File: config.mk
export PLATFORM = sky130hd
export DESIGN_NAME = riscv_user_io
export DESIGN_NICKNAME = d
export VERILOG_FILES = /design/src/rtl/riscv_user_io.sv
export SDC_FILE = /design/constraint.sdc
export NUM_CORES = 1
export LEC_CHECK = 0
export ABC_AREA = 1
export ABC_CLOCK_PERIOD_IN_PS = 4300
export CAP_MARGIN = 20
export CORE_ASPECT_RATIO = 0.8
export CORE_MARGIN = 8
export CORE_UTILIZATION = 51
export DETAILED_ROUTE_END_ITERATION = 10
export GPL_TIMING_DRIVEN = 0
export HOLD_SLACK_MARGIN = 0.05
export PLACE_DENSITY = 0.85
export SYNTH_ARGS = -nofsm -noshare
export SYNTH_HDL_FRONTEND = slang
export SYNTH_SLANG_ARGS = --single-unit
File: constraint.sdc
create_clock -name clk -period 4.3 [get_ports clk]
set_clock_uncertainty 0.2 [all_clocks]
set_input_delay 0.86 -clock clk [delete_from_list [all_inputs] [get_ports clk]]
set_output_delay 0.86 -clock clk [all_outputs]
set_load 0.02 [all_outputs]
File: src/rtl/riscv_user_io.sv
// rtl/riscv_user_io.sv - multi-channel memory-mapped user I/O peripheral
// Per-channel synchronised, debounced inputs with sticky change flags, plus CPU output registers.
module riscv_user_io #(
  parameter int DATA_W   = 16,
  parameter int IN_W     = 6,
  parameter int NUM_CH   = 2,
  parameter int ADDR_W   = 4,
  parameter int DEBOUNCE = 4
) (
  input  logic                     clk,
  input  logic                     rst,
  input  logic [ADDR_W-1:0]        bus_addr,
  input  logic                     bus_wr_en,
  input  logic                     bus_rd_en,
  input  logic [DATA_W-1:0]        bus_wdata,
  output logic [DATA_W-1:0]        bus_rdata,
  output logic                     bus_ready,
  input  logic [NUM_CH*IN_W-1:0]   user_in,
  output logic [NUM_CH*DATA_W-1:0] user_read,
  output logic                     irq
);

  localparam int CNT_W = (DEBOUNCE < 1) ? 1 : $clog2(DEBOUNCE + 1);

  logic [IN_W-1:0]   sync1_q [NUM_CH];
  logic [IN_W-1:0]   sync2_q [NUM_CH];
  logic [IN_W-1:0]   filt_q  [NUM_CH];
  logic [IN_W-1:0]   filt_d  [NUM_CH];
  logic [CNT_W-1:0]  cnt_q   [NUM_CH];
  logic [CNT_W-1:0]  cnt_d   [NUM_CH];
  logic [DATA_W-1:0] out_q   [NUM_CH];
  logic [DATA_W-1:0] out_d   [NUM_CH];
  logic [NUM_CH-1:0] status_q, status_d, irq_en_q, irq_en_d, hw_set, w1c_mask;
  logic [DATA_W-1:0] rdata_q, rdata_d;
  logic              ready_q;

  // Counter compares against DEBOUNCE, so DEBOUNCE=0 loads on the first differing cycle.
  always_comb begin
    for (int c = 0; c < NUM_CH; c++) begin
      filt_d[c] = filt_q[c];
      cnt_d[c]  = '0;
      hw_set[c] = 1'b0;
      if (sync2_q[c] != filt_q[c]) begin
        if (cnt_q[c] == CNT_W'(DEBOUNCE)) begin
          filt_d[c] = sync2_q[c];
          hw_set[c] = 1'b1;
        end else begin
          cnt_d[c] = cnt_q[c] + 1'b1;
        end
      end
    end
  end

  always_comb begin
    irq_en_d = irq_en_q;
    w1c_mask = '0;
    for (int c = 0; c < NUM_CH; c++) out_d[c] = out_q[c];
    if (bus_wr_en) begin
      if (bus_addr == ADDR_W'(0)) w1c_mask = bus_wdata[NUM_CH-1:0];
      if (bus_addr == ADDR_W'(1)) irq_en_d = bus_wdata[NUM_CH-1:0];
      for (int c = 0; c < NUM_CH; c++)
        if (bus_addr == ADDR_W'(2 + NUM_CH + c)) out_d[c] = bus_wdata;
    end
    // Hardware set wins over a simultaneous clear.
    status_d = (status_q & ~w1c_mask) | hw_set;
  end

  always_comb begin
    rdata_d = '0;
    if (bus_addr == ADDR_W'(0)) rdata_d[NUM_CH-1:0] = status_q;
    if (bus_addr == ADDR_W'(1)) rdata_d[NUM_CH-1:0] = irq_en_q;
    for (int c = 0; c < NUM_CH; c++) begin
      if (bus_addr == ADDR_W'(2 + c))          rdata_d[IN_W-1:0] = filt_q[c];
      if (bus_addr == ADDR_W'(2 + NUM_CH + c)) rdata_d = out_q[c];
    end
  end

  always_ff @(posedge clk or posedge rst) begin
    if (rst) begin
      for (int c = 0; c < NUM_CH; c++) begin
        sync1_q[c] <= '0;
        sync2_q[c] <= '0;
        filt_q[c]  <= '0;
        cnt_q[c]   <= '0;
        out_q[c]   <= '0;
      end
      status_q <= '0;
      irq_en_q <= '0;
      rdata_q  <= '0;
      ready_q  <= 1'b0;
    end else begin
      for (int c = 0; c < NUM_CH; c++) begin
        sync1_q[c] <= user_in[c*IN_W +: IN_W];
        sync2_q[c] <= sync1_q[c];
        filt_q[c]  <= filt_d[c];
        cnt_q[c]   <= cnt_d[c];
        out_q[c]   <= out_d[c];
      end
      status_q <= status_d;
      irq_en_q <= irq_en_d;
      ready_q  <= bus_rd_en;
      if (bus_rd_en) rdata_q <= rdata_d;
    end
  end

  for (genvar c = 0; c < NUM_CH; c++) begin : g_out
    assign user_read[c*DATA_W +: DATA_W] = out_q[c];
  end

  assign bus_rdata = rdata_q;
  assign bus_ready = ready_q;
  assign irq       = |(status_q & irq_en_q);

endmodule

==> results of run 1 <==
[Yosys cell counts]
| master | count |
|---|---|
| a22o_1 | 1 |
| and2_1 | 1 |
| inv_2 | 2 |
| nand3_1 | 28 |
| a21oi_1 | 1 |
| o21ai_0 | 12 |
| nor2_4 | 2 |
| xnor2_1 | 1 |
| inv_4 | 1 |
| nand2_4 | 3 |
| xor2_1 | 1 |
| ha_1 | 4 |
| clkinv_2 | 1 |
| clkbuf_1 | 3 |
| a31oi_1 | 10 |
| nor2_2 | 3 |
| buf_2 | 1 |
| nand2_1 | 140 |
| nand2_2 | 3 |
| buf_6 | 9 |
| nor2_1 | 31 |
| dfrtp_1 | 95 |
| o21ai_1 | 6 |
| o21ai_2 | 32 |
| inv_1 | 53 |
| nand3_2 | 2 |
[flip-flops by register name (all words and copies together) (netlist names), 2 cells and up]
register,flops
bus_rdata,16
irq_en_q,2
filt_q,12
status_q,2
sync1_q,12
cnt_q,6
user_read,32
sync2_q,12
[final cells by class]
cell class                      instances  area (um^2)
Fill cell                             615         2536
Sequential cell                        95         2377
Multi-Input combinational cell        281         1416
Timing Repair Buffer                   86        878.3
Inverter                               57        220.2
Clock buffer                           10        137.6
Tap cell                              108        135.1
Buffer                                 13        117.6
Clock inverter                          6        91.34
[how the worst max path moves through the flow]
stage	from	endpoint	slack [ns]
after global placement	rst	cnt_q[3]$_DFF_PP0_	-0.55
after detailed placement	bus_rd_en	bus_rdata[13]$_DFFE_PP0P_	1.58
after CTS	status_q[0]$_DFF_PP0_	irq	1.63
after global routing	status_q[0]$_DFF_PP0_	irq	1.61
final	status_q[0]$_DFF_PP0_	irq	1.62
after floorplan	rst	bus_rdata[0]$_DFFE_PP0P_	0.76
[report_power, final]
group          internal (mW)  total (mW)  switching [mW]
sequential              1.08        1.23           0.157
clock                  0.346       0.661           0.315
combinational          0.345       0.782           0.436
total                   1.77        2.68           0.908
[through the flow]
stage | setup TNS [ns] | cells
after CTS | 0 | 656
after detailed placement | 0 | 640
after floorplan | 0 | 446
after global routing | 0 | 656
final | 0 | 656
after global placement | -52.16 | 639
[layer usage]
layer	up-vias	share of wire
li1	1585	-
met1	1592	0.42
met2	133	0.49
met3	19	0.080
met4	0	0.018
met5	-	0
[kinds of logic (layout without fill, tap and decap cells)]
| group | count (synthesis) | in the layout | synth area share |
|---|---|---|---|
| XOR/XNOR | 2 | 2 | 0.004243 |
| buffers and inverters | 70 | 172 | 0.08121 |
| adder cells (fa/ha/maj) | 4 | 4 | 0.01212 |
| AO/OA/AOI/OAI | 62 | 62 | 0.1082 |
| flip-flops | 95 | 95 | 0.5758 |
| AND/OR/NAND/NOR | 213 | 213 | 0.2185 |
==> results.py, run 1 <==
metrics = {
    "hold_path": {
        "whs_path_depth": 0,
        "hp-start": "sync1_q[6]$_DFF_PP0_",
        "hold_path_class": "flip-flop to flip-flop",
        "holdPathEnd": "sync2_q[6]$_DFF_PP0_",
    },
    "critical_path": {
        "cp_cell_sequence": "a22o_1 -> clkdlybuf4s50_1",
        "cp_max_fo": 3,
        "worstPathArrival_ns": 1.62,
        "worst-path-buf-inv": 1,
        "crit_required_ns": 3.24,
        "cp_slowest_cell": "clkdlybuf4s50_1",
        "ff2ff_setup_slack_ns": 2.73,
        "endpoint_kind": "output port",
        "reg2regPathDepth": 7,
        "path_delay_family": "buffers and inverters",
        "crit_path_max_incr_delay_ns": 0.55,
        "crit_path_start_kind": "flip-flop",
        "crit_cells": 2,
        "crit_type": "flip-flop to output port",
        "worstReg2RegStart": "cnt_q[3]$_DFF_PP0_",
        "reg2reg_to": "filt_q[10]$_DFFE_PP0P_",
    },
    "layout": {
        "final_area_um2": 5374,
        "utilization": 0.6794,
        "drive_gt1_frac": 0.1405,
        "final_common_cell": "nand2_1",
        "nNetsFinal": 583,
        "final_cell_mix": "nand2_1, dfrtp_1, clkdlybuf4s50_1",
        "syn_to_final_growth_pct": 30.15,
        "n_antenna_cell": 0,
    },
    "yosys": {
        "yosysSeqAreaShare": 0.5758,
        "syn_inst": 446,
        "synth_top_cell_area_share": 0.5758,
        "ys_ff_latch": 95,
        "yosys_warnings": 0,
        "synthesis.nets": 486,
        "synth.distinct_cells": 26,
        "synth_area_leaders": "dfrtp_1, nand2_1, o21ai_2",
        "avgSynthCellArea_um2": 9.258,
        "synth_area_leader_cell": "dfrtp_1",
        "synth_area_um2": 4129,
    },
    "global_routing": {
        "top_usage_layer": "met2",
        "grt_pass1_vias": 3370,
        "grt_usage": 0.1881,
        "grt_pass1_wl_mm": 16.30,
        "overflow": 0,
        "met3_usage": 0.05652,
        "antenna_found_initial": 0,
        "grt_max_degree": 71,
        "grtUsageMet2": 0.3082,
        "grtUsageMet1": 0.2393,
    },
    "placed_design": {
        "dpl.hpwl_mm": 7.361,
        "place_congestion": 0.8326,
        "dpl_cell_area_um2": 5145,
        "preCtsSetupSlack_ns": 1.584,
        "portBuffers": 85,
    },
    "detailed_routing": {
        "routed_via_density": 5.075,
        "drtAntennaViolNets": 0,
        "drc": 0,
        "first_pass_iters": 5,
        "vias": 3329,
        "wire_per_inst_um": 15.27,
        "wl_mm": 10.02,
        "drt_iter0_drc": 204,
    },
    "clock_network": {
        "htreeDepth": 3,
        "clk_pin_slew_ns": 0.10,
        "postCtsSetupRepairBufs": 0,
        "cts_resized": 0,
        "cts_tree": "yes",
        "clock-sinks": 95,
        "clkLatencyLatePin_ns": 0.37,
        "clockRootBuffer": "clkbuf_8",
        "holdBufCountCts": 0,
        "cts_made_buffers": 9,
        "clockBufferDepth": 2,
    },
    "sta": {
        "rsz0062_at_grt": "no",
        "maxSlewViolCount": 0,
        "max-slew-margin-rel": 0.6350,
        "setup_viol": 0,
        "whs_ns": 0.1426,
        "max_freq_mhz": 373.8,
        "worst_slew_pin_slew_ns": 0.5474,
        "postLayoutSetupSlackWorst_ns": 1.625,
        "hold_viol": 0,
        "period_share": 0.6222,
        "period_minus_slack_ns": 2.675,
    },
    "floorplanning": {
        "die_h_um": 96.48,
        "die_area_um2": 11250,
        "fp.dieW_um": 116.6,
        "coreArea_um2": 7910,
        "start_util": 0.5220,
        "io_pins": 86,
        "rows": 29,
    },
    "outcome": {
        "status": "finished, final reports clean",
    },
    "power": {
        "vdd_drop_max_v": 0.0003066,
        "p_per_area_nw_per_um2": 498.1,
        "total_power_mw": 2.677,
        "p_leak_nw": 2.650,
    },
    "run": {
        "maxCapViolCount": 0,
    },
}
Power figures use the tool's default switching activity.
==> run 2: changes to the inputs <==
--- a/config.mk
+++ b/config.mk
@@ -6,7 +6,7 @@
 export NUM_CORES = 1
 export LEC_CHECK = 0
 export ABC_AREA = 1
-export ABC_CLOCK_PERIOD_IN_PS = 4300
+export ABC_CLOCK_PERIOD_IN_PS = 2700
 export CAP_MARGIN = 20
 export CORE_ASPECT_RATIO = 0.8
 export CORE_MARGIN = 8
==> constraint.sdc (replaced) <==
create_clock -name clk -period 2.7 [get_ports clk]
set_clock_uncertainty 0.2 [all_clocks]
set_input_delay 0.54 -clock clk [delete_from_list [all_inputs] [get_ports clk]]
set_output_delay 0.54 -clock clk [all_outputs]
set_load 0.02 [all_outputs]
==> results.py, run 2 (synthesis gave the netlist of run 1 again) <==
metrics = {
    "outcome": {
        "status": "finished, final reports clean",
    },
    "floorplanning": {
        "start_util": 0.5220,
        "fp.dieW_um": 116.6,
        "die_area_um2": 11250,
        "coreArea_um2": 7910,
        "die_h_um": 96.48,
        "rows": 29,
        "io_pins": 86,
    },
    "detailed_routing": {
        "vias": 3307,
        "wire_per_inst_um": 15.16,
        "first_pass_iters": 4,
        "wl_mm": 9.958,
        "drc": 0,
        "drt_iter0_drc": 175,
        "drtAntennaViolNets": 0,
        "routed_via_density": 5.033,
    },
    "layout": {
        "final_area_um2": 5368,
        "final_cell_mix": "nand2_1, dfrtp_1, clkdlybuf4s50_1",
        "largest_register_ffs": 32,
        "n_antenna_cell": 0,
        "final_common_cell": "nand2_1",
        "nNetsFinal": 584,
        "drive_gt1_frac": 0.1403,
        "syn_to_final_growth_pct": 30.00,
        "fin_cells": 657,
    },
    "global_routing": {
        "met3_usage": 0.05839,
        "grt_usage": 0.1874,
        "overflow": 0,
        "grt_max_degree": 34,
        "grtUsageMet1": 0.2343,
        "grt_pass1_wl_mm": 16.35,
        "antenna_found_initial": 0,
        "top_usage_layer": "met2",
        "grtUsageMet2": 0.3120,
        "grt_pass1_vias": 3370,
    },
    "power": {
        "swShare": 0.3394,
        "p_leak_nw": 2.634,
        "p_per_area_nw_per_um2": 774.7,
        "vdd_drop_max_v": 0.0003836,
        "p_comb_frac": 0.299,
        "power.switching_mw": 1.412,
        "clkPwrFrac": 0.229,
        "cellInternalPower_mw": 2.747,
        "seq_power_share": 0.472,
    },
    "clock_network": {
        "cts_made_buffers": 9,
        "holdBufCountCts": 0,
        "clockRootBuffer": "clkbuf_8",
        "postCtsSetupRepairBufs": 0,
        "clock-sinks": 95,
        "clockBufferDepth": 2,
        "clk_pin_slew_ns": 0.08,
        "cts_resized": 0,
        "htreeDepth": 3,
        "clkLatencyLatePin_ns": 0.36,
        "cts_tree": "yes",
    },
    "hold_path": {
        "hp-start": "sync1_q[7]$_DFF_PP0_",
        "hold_path_class": "flip-flop to flip-flop",
    },
    "critical_path": {
        "cp_max_fo": 3,
        "crit_required_ns": 1.96,
        "endpoint_kind": "output port",
        "crit_type": "flip-flop to output port",
        "worstPathArrival_ns": 1.58,
        "cp_slowest_cell": "clkdlybuf4s50_1",
        "ff2ff_setup_slack_ns": 1.13,
        "critPathLaunch": "status_q[0]$_DFF_PP0_",
        "worstReg2RegStart": "sync2_q[4]$_DFF_PP0_",
        "crit_path_start_kind": "flip-flop",
        "cp_cell_sequence": "a22o_1 -> clkdlybuf4s50_1",
        "crit_path_max_incr_delay_ns": 0.55,
    },
    "run": {
        "maxCapViolCount": 0,
    },
    "sta": {
        "hold_viol": 0,
        "rsz0062_at_grt": "no",
        "maxSlewViolCount": 0,
        "period_minus_slack_ns": 2.322,
        "max-slew-margin-rel": 0.5406,
        "period_share": 0.8601,
        "setup_viol": 0,
        "max_freq_mhz": 430.6,
        "worst_slew_pin_slew_ns": 0.6876,
    },
    "placed_design": {
        "portBuffers": 85,
        "place_congestion": 0.8559,
        "dpl.hpwl_mm": 7.516,
        "dpl_cell_area_um2": 5159,
        "dp.cells": 641,
    },
}
run 2: area by class of cell:
class | instances | area, um^2
fillers | 633 | 2542
multi-input cells | 281 | 1416
repair buffers | 87 | 890.9
flip-flops and latches | 95 | 2377
clock buffers | 12 | 155.1
clock inverters | 4 | 53.80
well taps | 108 | 135.1
plain buffers | 13 | 117.6
inverters | 57 | 221.5
run 2: through the flow:
stage / hold slack (ns) / power, mW / setup TNS, ns / utilization / setup WS, ns
floorplan: 0.1312 / 2.693 / 0 / - / 0.8403
global placement: 0.1312 / 3.149 / -7.122 / 0.6471 / -0.07953
detailed placement: 0.1355 / 3.240 / 0 / 0.6522 / 0.3826
CTS: 0.1551 / 4.197 / 0 / 0.6786 / 0.3662
global route: 0.1624 / 4.427 / 0 / 0.6786 / 0.3267
finish: 0.1517 / 4.158 / 0 / 0.6786 / 0.3777
run 2: path summary, 6_finish.rpt:
kind	end	cells after the start
setup / recovery	irq	2
hold / removal	sync2_q[7]$_DFF_PP0_	0
setup reg to reg	filt_q[3]$_DFFE_PP0P_	8
hold reg to reg	sync2_q[7]$_DFF_PP0_	0
max in group asynchronous	sync2_q[2]$_DFF_PP0_	4
min in group asynchronous	user_read[12]$_DFFE_PP0P_	2
run 2: worst max-delay path: cells and delay by family (launching register included):
| kind | cells | cell delay, ns |
|---|---|---|
| AO/OA/AOI/OAI | 1 | 0.27 |
| buffers and inverters | 1 | 0.55 |
| flip-flops | 1 | 0.42 |
run 2: layer usage:
| layer | share of wire | vias to the layer above |
|---|---|---|
| li1 | - | 1586 |
| met1 | 0.42 | 1599 |
| met2 | 0.49 | 108 |
| met3 | 0.076 | 14 |
| met4 | 0.013 | 0 |
| met5 | 0 | - |
run 2: power groups by stage:
stage          combinational, mW  clock (mW)  sequential (mW)
2_1_floorplan              0.624           0             2.07
3_3_place_gp                1.18           0             1.97
3_5_place_dp                1.25           0             1.99
4_1_cts                     1.26       0.974             1.96
5_1_grt                     1.39        1.04             2.00
6_report                    1.24       0.952             1.96
==> run 3: changes to the inputs <==
--- a/config.mk
+++ b/config.mk
@@ -15,6 +15,7 @@
 export GPL_TIMING_DRIVEN = 0
 export HOLD_SLACK_MARGIN = 0.05
 export PLACE_DENSITY = 0.85
+export SLEW_MARGIN = 15
 export SYNTH_ARGS = -nofsm -noshare
 export SYNTH_HDL_FRONTEND = slang
 export SYNTH_SLANG_ARGS = --single-unit
==> results of run 3 <==
No change in the layout: final DEF, timing and power equal those of run 2.
